## config.mk

```make
export PLATFORM = sky130hd
export DESIGN_NAME = alu_issue_stage
export DESIGN_NICKNAME = d
export VERILOG_FILES = /design/src/rtl/alu_issue_stage.sv
export SDC_FILE = /design/constraint.sdc
export NUM_CORES = 1
export LEC_CHECK = 0
export ABC_AREA = 1
export CAP_MARGIN = 20
export CORE_MARGIN = 2
export CORE_UTILIZATION = 30
export DETAILED_ROUTE_END_ITERATION = 10
export SETUP_SLACK_MARGIN = 0.05
export SYNTH_ARGS = -nofsm -noshare
export SYNTH_HDL_FRONTEND = slang
export SYNTH_SLANG_ARGS = --single-unit
```

## constraint.sdc

```tcl
create_clock -name clk -period 1.2 [get_ports clk]
set_input_delay 0.24 -clock clk [delete_from_list [all_inputs] [get_ports clk]]
set_output_delay 0.24 -clock clk [all_outputs]
set_load 0.01 [all_outputs]
```

## src/rtl/alu_issue_stage.sv

```systemverilog
// ---------------------------------------------------------------------------
// alu_issue_stage
//
// ID/EX issue register for the ALU. Decodes one MIPS-style instruction word
// together with its two register-file read values into ALU-ready operands,
// the 5-bit ALU opcode, the destination register and its write enable, then
// registers them toward execute behind a valid/ready handshake.
//
// Ports:
//   clk, rst_n        clock (rising edge), asynchronous active-low reset
//   in_valid/in_ready upstream handshake (in_ready = !out_valid || out_ready)
//   instr             instruction word
//   rs_val, rt_val    register-file values of instr[25:21] / instr[20:16]
//   flush             synchronous kill of the held and any incoming beat
//   out_valid/out_ready downstream handshake toward execute
//   ALUOp, in1, in2   ALU opcode and operands (in1 = shift amount for shifts)
//   wr_reg, wr_en     destination register index and write enable
//   illegal           beat carries an undecodable instruction
// ---------------------------------------------------------------------------
module alu_issue_stage #(
  parameter int DW = 32,
  parameter int RW = 5
) (
  input  logic          clk,
  input  logic          rst_n,
  input  logic          in_valid,
  output logic          in_ready,
  input  logic [31:0]   instr,
  input  logic [DW-1:0] rs_val,
  input  logic [DW-1:0] rt_val,
  input  logic          flush,
  output logic          out_valid,
  input  logic          out_ready,
  output logic [4:0]    ALUOp,
  output logic [DW-1:0] in1,
  output logic [DW-1:0] in2,
  output logic [RW-1:0] wr_reg,
  output logic          wr_en,
  output logic          illegal
);

  localparam logic [4:0] OP_ADD  = 5'b00000;
  localparam logic [4:0] OP_ZERO = 5'b00001;
  localparam logic [4:0] OP_SUB  = 5'b00010;
  localparam logic [4:0] OP_AND  = 5'b00011;
  localparam logic [4:0] OP_OR   = 5'b00100;
  localparam logic [4:0] OP_XOR  = 5'b00101;
  localparam logic [4:0] OP_NOR  = 5'b00110;
  localparam logic [4:0] OP_SLL  = 5'b00111;
  localparam logic [4:0] OP_SRL  = 5'b01000;
  localparam logic [4:0] OP_SRA  = 5'b01001;
  localparam logic [4:0] OP_SLTU = 5'b01010;
  localparam logic [4:0] OP_SLT  = 5'b01011;

  function automatic logic signed [DW-1:0] sext16(input logic [15:0] imm);
    return {{(DW-16){imm[15]}}, imm};
  endfunction

  function automatic logic [DW-1:0] zext16(input logic [15:0] imm);
    return {{(DW-16){1'b0}}, imm};
  endfunction

  function automatic logic [DW-1:0] zext5(input logic [4:0] amt);
    return {{(DW-5){1'b0}}, amt};
  endfunction

  // ---- p0: combinational decode of the incoming beat ----
  logic [5:0]           opcode_p0;
  logic [5:0]           funct_p0;
  logic [RW-1:0]        rt_idx_p0;
  logic [RW-1:0]        rd_idx_p0;
  logic [4:0]           shamt_p0;
  logic signed [DW-1:0] imm_s_p0;
  logic [DW-1:0]        imm_z_p0;
  logic                 accept_p0;

  logic [4:0]           aluop_p0;
  logic [DW-1:0]        in1_p0;
  logic [DW-1:0]        in2_p0;
  logic [RW-1:0]        dest_p0;
  logic                 has_dest_p0;
  logic                 legal_p0;
  logic [RW-1:0]        wr_reg_p0;
  logic                 wr_en_p0;

  // Source register index is not needed: its value arrives on rs_val.
  logic unused_rs_idx;
  assign unused_rs_idx = ^instr[25:21];

  assign opcode_p0 = instr[31:26];
  assign funct_p0  = instr[5:0];
  assign rt_idx_p0 = instr[20:16];
  assign rd_idx_p0 = instr[15:11];
  assign shamt_p0  = instr[10:6];
  assign imm_s_p0  = sext16(instr[15:0]);
  assign imm_z_p0  = zext16(instr[15:0]);

  assign in_ready  = !out_valid || out_ready;
  assign accept_p0 = in_valid && in_ready;

  always_comb begin
    aluop_p0    = OP_ZERO;
    in1_p0      = '0;
    in2_p0      = '0;
    dest_p0     = '0;
    has_dest_p0 = 1'b0;
    legal_p0    = 1'b1;
    case (opcode_p0)
      6'b000000: begin
        in1_p0      = rs_val;
        in2_p0      = rt_val;
        dest_p0     = rd_idx_p0;
        has_dest_p0 = 1'b1;
        case (funct_p0)
          6'b100000, 6'b100001: aluop_p0 = OP_ADD;
          6'b100010, 6'b100011: aluop_p0 = OP_SUB;
          6'b100100: aluop_p0 = OP_AND;
          6'b100101: aluop_p0 = OP_OR;
          6'b100110: aluop_p0 = OP_XOR;
          6'b100111: aluop_p0 = OP_NOR;
          6'b101010: aluop_p0 = OP_SLT;
          6'b101011: aluop_p0 = OP_SLTU;
          6'b000000: begin aluop_p0 = OP_SLL; in1_p0 = zext5(shamt_p0); end
          6'b000010: begin aluop_p0 = OP_SRL; in1_p0 = zext5(shamt_p0); end
          6'b000011: begin aluop_p0 = OP_SRA; in1_p0 = zext5(shamt_p0); end
          6'b000100: begin aluop_p0 = OP_SLL; in1_p0 = zext5(rs_val[4:0]); end
          6'b000110: begin aluop_p0 = OP_SRL; in1_p0 = zext5(rs_val[4:0]); end
          6'b000111: begin aluop_p0 = OP_SRA; in1_p0 = zext5(rs_val[4:0]); end
          default:   legal_p0 = 1'b0;
        endcase
      end
      6'b001000, 6'b001001, 6'b001010, 6'b001011,
      6'b001100, 6'b001101, 6'b001110: begin
        in1_p0      = rs_val;
        dest_p0     = rt_idx_p0;
        has_dest_p0 = 1'b1;
        // Arithmetic/compare immediates sign-extend; logical ones zero-extend.
        in2_p0      = opcode_p0[2] ? imm_z_p0 : imm_s_p0;
        case (opcode_p0)
          6'b001010: aluop_p0 = OP_SLT;
          6'b001011: aluop_p0 = OP_SLTU;
          6'b001100: aluop_p0 = OP_AND;
          6'b001101: aluop_p0 = OP_OR;
          6'b001110: aluop_p0 = OP_XOR;
          default:   aluop_p0 = OP_ADD;
        endcase
      end
      6'b001111: begin
        // lui is carried out by the ALU as imm << 16.
        aluop_p0    = OP_SLL;
        in1_p0      = DW'(16);
        in2_p0      = imm_z_p0;
        dest_p0     = rt_idx_p0;
        has_dest_p0 = 1'b1;
      end
      6'b100011: begin
        aluop_p0    = OP_ADD;
        in1_p0      = rs_val;
        in2_p0      = imm_s_p0;
        dest_p0     = rt_idx_p0;
        has_dest_p0 = 1'b1;
      end
      6'b101011: begin
        aluop_p0 = OP_ADD;
        in1_p0   = rs_val;
        in2_p0   = imm_s_p0;
      end
      6'b000100, 6'b000101: begin
        aluop_p0 = OP_SUB;
        in1_p0   = rs_val;
        in2_p0   = rt_val;
      end
      default: legal_p0 = 1'b0;
    endcase
    if (!legal_p0) begin
      aluop_p0    = OP_ZERO;
      in1_p0      = '0;
      in2_p0      = '0;
      dest_p0     = '0;
      has_dest_p0 = 1'b0;
    end
  end

  // Writes to register 0 are dropped at issue so execute never sees them.
  assign wr_reg_p0 = has_dest_p0 ? dest_p0 : '0;
  assign wr_en_p0  = has_dest_p0 && (dest_p0 != '0);

  // ---- p1: issue register toward execute ----
  always_ff @(posedge clk or negedge rst_n) begin
    if (!rst_n) begin
      out_valid <= 1'b0;
      ALUOp     <= OP_ZERO;
      in1       <= '0;
      in2       <= '0;
      wr_reg    <= '0;
      wr_en     <= 1'b0;
      illegal   <= 1'b0;
    end else begin
      if (flush)          out_valid <= 1'b0;
      else if (accept_p0) out_valid <= 1'b1;
      else if (out_ready) out_valid <= 1'b0;
      // Data only moves on a surviving accept, so a held beat stays stable.
      if (accept_p0 && !flush) begin
        ALUOp   <= aluop_p0;
        in1     <= in1_p0;
        in2     <= in2_p0;
        wr_reg  <= wr_reg_p0;
        wr_en   <= wr_en_p0;
        illegal <= !legal_p0;
      end
    end
  end

endmodule
```

Word-level counts from Yosys, hierarchy flattened
Cells that the tools add are included.
{"block": "totals", "ff_bits": 77, "inputBits": 101, "out_inout_bits": 78, "word_cells": 81}
{"block": "classes", "n_eq_ne": 27, "mux": 20, "n_reduce_logical": 27}
{"operator": "$pmux W32 S4", "n": 1}
{"operator": "$mux W32", "n": 3}
{"operator": "$pmux W32 S3", "n": 1}
{"operator": "$eq A6 B6 Y1 const B", "n": 12}
{"operator": "$pmux W32 S2", "n": 1}
{"operator": "$eq A6 B4 Y1 const B", "n": 8}
{"operator": "$pmux W4 S11", "n": 1}
{"operator": "$pmux W4 S5", "n": 2}
{"operator": "$eq A6 B3 Y1 const B", "n": 5}
{"operator": "$reduce_or A16 Y1", "n": 1}
{"operator": "$mux W5", "n": 3}
{"operator": "$reduce_or A2 Y1", "n": 7}
{"operator": "$eq A6 B2 Y1 const B", "n": 2}
{"operator": "$logic_not A6 Y1", "n": 2}
{"operator": "$reduce_or A12 Y1", "n": 1}
{"operator": "$reduce_or A11 Y1", "n": 1}
{"operator": "$pmux W5 S2", "n": 1}
{"operator": "$reduce_or A10 Y1", "n": 1}
{"operator": "$reduce_or A3 Y1", "n": 3}
{"operator": "$reduce_or A9 Y1", "n": 1}
{"operator": "$reduce_or A7 Y1", "n": 1}
{"operator": "$mux W1", "n": 6}
{"operator": "$reduce_bool A5 Y1", "n": 1}
{"operator": "$logic_and A1 B1 Y1", "n": 3}
{"operator": "other kinds (4)", "n": 6}

Longest topological paths before layout
{"block": "logic_depth", "ltp_word": 7, "depth_mapped": 11, "depth_no_buf": 11}

Worst setup path after synthesis
No wires, ideal clock.
{"block": "synth_path", "kind": "reg-to-reg", "from": "reg out_valid", "to": "reg in1[10]", "setup_time_ps": 76, "arrival_time_ps": 1329, "required_time_ps": 1124, "path_slack_ps": -206, "stages_incl_launch_ff": 9, "path_buffers": 2, "period_less_slack_ps": 1406, "cell_sequence": "dfrtp_1 -> inv_1 -> nor2_1 -> inv_1 -> nand2_1 -> buf_2 -> clkbuf_1 -> nand2_1 -> o21ai_1"}
{"block": "synth_between", "elab_chain_len": 4}
{"item": "start, declared", "line": "32", "rtl": "output logic out_valid,"}
{"item": "start signal, assigned", "line": "191", "rtl": "out_valid <= 1'b0;"}
{"item": "start signal, assigned", "line": "199", "rtl": "if (flush) out_valid <= 1'b0;"}
{"item": "start signal, assigned", "line": "200", "rtl": "else if (accept_p0) out_valid <= 1'b1;"}
{"item": "$logic_not A1 Y1", "line": "98", "rtl": "assign in_ready = !out_valid || out_ready;"}
{"item": "$logic_or A1 B1 Y1", "line": "98"}
{"item": "via in_ready", "line": "27", "rtl": "output logic in_ready,"}
{"item": "$logic_and A1 B1 Y1", "line": "99", "rtl": "assign accept_p0 = in_valid && in_ready;"}
{"item": "$logic_and A1 B1 Y1", "line": "203", "rtl": "if (accept_p0 && !flush) begin"}
{"item": "end signal, assigned", "line": "205", "rtl": "in1 <= in1_p0;"}
{"item": "end, declared", "line": "35", "rtl": "output logic [DW-1:0] in1,"}
The timed path passes the listed nets, and every way through them passes these cells.
A chain may end at the register's enable or synchronous reset.

Final worst setup path
{"block": "layout_path", "from": "reg out_valid", "to": "reg in1[6]"}
{"block": "layout_between", "elab_chain_len": 4}
{"item": "$logic_not A1 Y1", "line": "98"}
{"item": "$logic_or A1 B1 Y1", "line": "98"}
{"item": "$logic_and A1 B1 Y1", "line": "99"}
{"item": "$logic_and A1 B1 Y1", "line": "203"}
No other way between the ends.

==> results.rst <==
.. list-table::
   :header-rows: 1

   * - Metric
     - Value
   * - Syn avg cell area
     - 8.260 um^2
   * - Final estimated routing congestion in global placement
     - 0.8318
   * - Footprint of the flip-flops and latches
     - 1903 um^2
   * - Static Leakage
     - 3.282 nW
   * - Effective utilization at floorplan
     - a little under a third
   * - Post-route DRC
     - 0
   * - Final critical delay including setup and external delays
     - 1.378 ns
   * - Number of buffers added by the clock tree synthesis step
     - 9
   * - Cell taking the most area after synthesis
     - sky130_fd_sc_hd__dfrtp_1
   * - Average routed wire per standard cell
     - 15.84 um
   * - Violations in the final reports
     - negative setup slack
   * - Worst min-delay path category
     - primary input to flip-flop
   * - Part of the power in combinational logic
     - between 10% and 20%
   * - Post-synth net total
     - 553
   * - RSZ-0062 raised after global routing
     - true
   * - Fin. max-slew vios
     - 0
   * - Clock tree from TritonCTS
     - yes
   * - Async set-or-reset flop fraction in the synthesized netlist
     - 100.0%
   * - Net Sw Frac
     - 24.61%
   * - Via count of the first global-routing pass
     - 4117
   * - Number of iterations in the first detailed-routing pass
     - 5
   * - Htree depth
     - 3
   * - Sequential element share of the synthesized area
     - between 50% and 60%
   * - DIE HEIGHT
     - 115.6 um
   * - Total Wirelength
     - 13620 um
   * - Worst Path Arrival
     - 1.64 ns
   * - Quantity of I/O buffers inserted on ports
     - between 150 and 200
   * - Number of antenna repair diodes
     - 0
   * - Insertion delay to the later sink of the worst-skew pair
     - ~0.34 ns
   * - Library cell used as clock root buffer
     - sky130_fd_sc_hd__clkbuf_16
   * - Slack of the critical path
     - -0.1778 ns
   * - Post-synthesis instance area
     - 3734 um^2
   * - Area growth from synthesis to layout
     - 73.22%
   * - Number of sinks handled by clock tree synthesis
     - 76
   * - Number of flops mapped to enable cells by yosys
     - 0
   * - Achievable clock frequency
     - 725.8 MHz
   * - Post-route fraction of the period consumed by the critical path
     - 114.8%
   * - Buffer levels on the longest clock path
     - 2
   * - Global routing usage on met3
     - roughly 4.6%
   * - Setup Skew
     - ~0.0052 ns
   * - Most numerous cell in the Yosys netlist
     - sky130_fd_sc_hd__nand2_1
   * - Area occupied by multi-input gates
     - roughly 1800 um^2
   * - Most utilized layer in the global route result
     - met2
   * - Setup TNS
     - -8.184 ns
   * - Final-report setup violation count
     - between 70 and 80
   * - Internal cell power
     - ~5.0 mW
   * - Pin count of the biggest net entering global routing
     - 39
   * - Post-synthesis cell type count
     - 34
   * - Fill cell count
     - approximately 1200
   * - Status
     - finished, violations left
   * - Worst reg2reg path depth
     - 9
   * - Standard-cell rows
     - 40
   * - Global Route Usage Sum
     - 19.88%
   * - Hold Path Sink
     - out_valid$_DFFE_PN0P_
   * - Synth Instances
     - 452
   * - Die footprint
     - 13350 um^2
   * - Reg2reg setup slack
     - -0.18 ns
   * - Reg-to-reg startpoint
     - out_valid$_DFFE_PN0P_
   * - Fraction of post-synthesis cell area in the top cell type by area
     - 50.27%
   * - Share of total power in the clock network
     - 42.4%
   * - Fraction of power consumed by sequential logic
     - 40.1%
   * - Synthesized flop and latch total
     - 76
   * - Power density over cell area
     - 1028 nW/um^2
   * - Worst hold slack across all endpoints
     - 0.2087 ns
   * - Post-CTS clock slew at the launch and capture registers of the worst setup and hold paths
     - 0.06 ns
   * - Number of synthesis warnings
     - 0
   * - Max IR drop VDD
     - 0.5689 mV
   * - Count of boundary I/O pins
     - approximately 180
   * - Number of max-cap violations
     - 0
   * - Gr ovfl total
     - 0
   * - Final instance area
     - 6467 um^2
   * - Area contributors post-synth
     - sky130_fd_sc_hd__dfrtp_1 (50%), sky130_fd_sc_hd__nand2_1 (18%), sky130_fd_sc_hd__o21ai_1 (5.0%)
   * - Global routing usage on met2
     - between 30% and 40%
   * - Total via count after detailed routing
     - 4061
   * - Kind of start point of the critical path
     - flip-flop
   * - Global Route met1 Usage
     - 25.34%
   * - Core area
     - 12060 um^2
   * - First-pass GRT wire length
     - 20610 um
   * - Origin of the worst min-delay path
     - in_valid
   * - Detailed placer's ending HPWL
     - between 9000 and 10000 um
   * - Synth Flop Type
     - sky130_fd_sc_hd__dfrtp_1
   * - Required time of the critical path
     - approximately 1.5 ns
   * - Antenna viol nets, final
     - 0
   * - Sw Pwr
     - about 1.6 mW
   * - Area after detailed placement
     - 6025 um^2
   * - Horizontal extent of the die
     - 115.6 um
   * - Number of DRC markers in iteration 0
     - 256
   * - Cell depth of the worst min-delay path
     - 3
   * - Number of nets in the layout
     - slightly below 800
   * - Number of antenna violations at the first check in global routing
     - 0
   * - Final-report hold violation count
     - 0
   * - Critical Path End Type
     - flip-flop
   * - Post-detailed-route via-to-cell ratio
     - 4.722
   * - Worst flop-to-flop path endpoint
     - in1[6]$_DFFE_PN0P_
   * - Crit path kind
     - flip-flop to flip-flop
   * - Biggest fanout along the worst timing path
     - 4
   * - Commonest cells in the netlist
     - sky130_fd_sc_hd__nand2_1 (178), sky130_fd_sc_hd__dfrtp_1 (75), sky130_fd_sc_hd__o21ai_1 (37)
   * - Fraction of final layout cells sized beyond drive strength 1
     - 35.12%
final cells by class:
| class | count | share of cell area, % |
|---|---|---|
| Sequential cell | 76 | 29.43 |
| Clock buffer | 12 | 4.121 |
| Inverter | 19 | 1.374 |
| Multi-Input combinational cell | 333 | 28.28 |
| Timing Repair Buffer | 249 | 32.87 |
| Tap cell | 168 | 3.250 |
| Clock inverter | 3 | 0.6771 |
worst max-delay path: stages, from the launching register on:
cell                        delay, ns
sky130_fd_sc_hd__dfrtp_1         0.37
sky130_fd_sc_hd__inv_1           0.05
sky130_fd_sc_hd__nor2_1          0.04
sky130_fd_sc_hd__inv_2           0.08
sky130_fd_sc_hd__nand2_4         0.08
sky130_fd_sc_hd__a21oi_4         0.17
sky130_fd_sc_hd__buf_6           0.18
sky130_fd_sc_hd__clkbuf_16       0.16
sky130_fd_sc_hd__nand2_2         0.04
sky130_fd_sc_hd__o21ai_1         0.12
kinds of logic after synthesis:
group                  after synthesis  synth area share, %
AND/OR/NAND/NOR                    228                25.37
flip-flops                          76                50.97
other                                1               0.1004
AO/OA/AOI/OAI                      104                18.06
buffers and inverters               43                5.496
per-layer routing:
layer | part of all wire [%] | wire length (um)
met2 | 49 | 6666
met1 | 42 | 5761
met3 | 7.4 | 1008
met5 | 0 | 0
met4 | 1.3 | 183
worst max-delay path by stage:
stage                     startpoint                   to  cells past startpoint
2_1_floorplan               instr[1]  in2[28]$_DFFE_PN0P_                      9
3_3_place_gp                instr[4]  in1[10]$_DFFE_PN0P_                      9
3_5_place_dp                instr[4]  in1[23]$_DFFE_PN0P_                      9
4_1_cts                     in_valid  in1[23]$_DFFE_PN0P_                     10
5_1_grt        out_valid$_DFFE_PN0P_   in1[6]$_DFFE_PN0P_                      9
6_report       out_valid$_DFFE_PN0P_   in1[6]$_DFFE_PN0P_                      9
timing repair:
item	CTS	global route
endpoints found under the hold margin	18	0
endpoints found under the setup margin	152	77
resized for setup	382	46
gates cloned	2	6
pin swaps	9	23
buffers inserted	16	0
hold buffers	1	0
stage by stage:
step                utilization [%]  instances  setup WS [ns]  total power, mW
finish                        53.62        860        -0.1778            6.652
global route                  53.62        860        -0.2513            6.955
CTS                           52.11        856        -0.1632            6.660
detailed placement            49.95        822        -0.8037            3.785
global placement              49.95        822        -0.7111            3.776
floorplan                         -        452        -0.1842            3.065
cells in the final DEF, fill, tap and decap left out, drive strengths merged:
cell type	netlist	layout
bufinv	0	1
conb	1	1
nor2	24	24
inv	18	19
nand3	21	21
dfstp	1	1
dlymetal6s2s	0	1
clkdlybuf4s50	0	81
a211oi	1	1
dfrtp	75	75
o21ai	58	58
nor3	1	1
clkinv	1	2
o211ai	1	1
o21bai	1	1
a22o	16	16
a21oi	9	9
nand4	2	2
clkdlybuf4s15	0	3
a31o	1	1
clkbuf	8	18
dlygate4sd2	0	2
a31oi	1	1
nand2	180	180
a22oi	16	16
dlygate4sd3	0	1
buf	16	155
power by group through the flow:
stage	Sequential [mW]	Combinational [mW]	Clock, mW
2_1_floorplan	2.74	0.322	0
3_3_place_gp	2.71	1.06	0
3_5_place_dp	2.71	1.07	0
4_1_cts	2.67	1.10	2.90
5_1_grt	2.68	1.25	3.02
6_report	2.67	1.16	2.82
(Power assumes the default switching activity.)
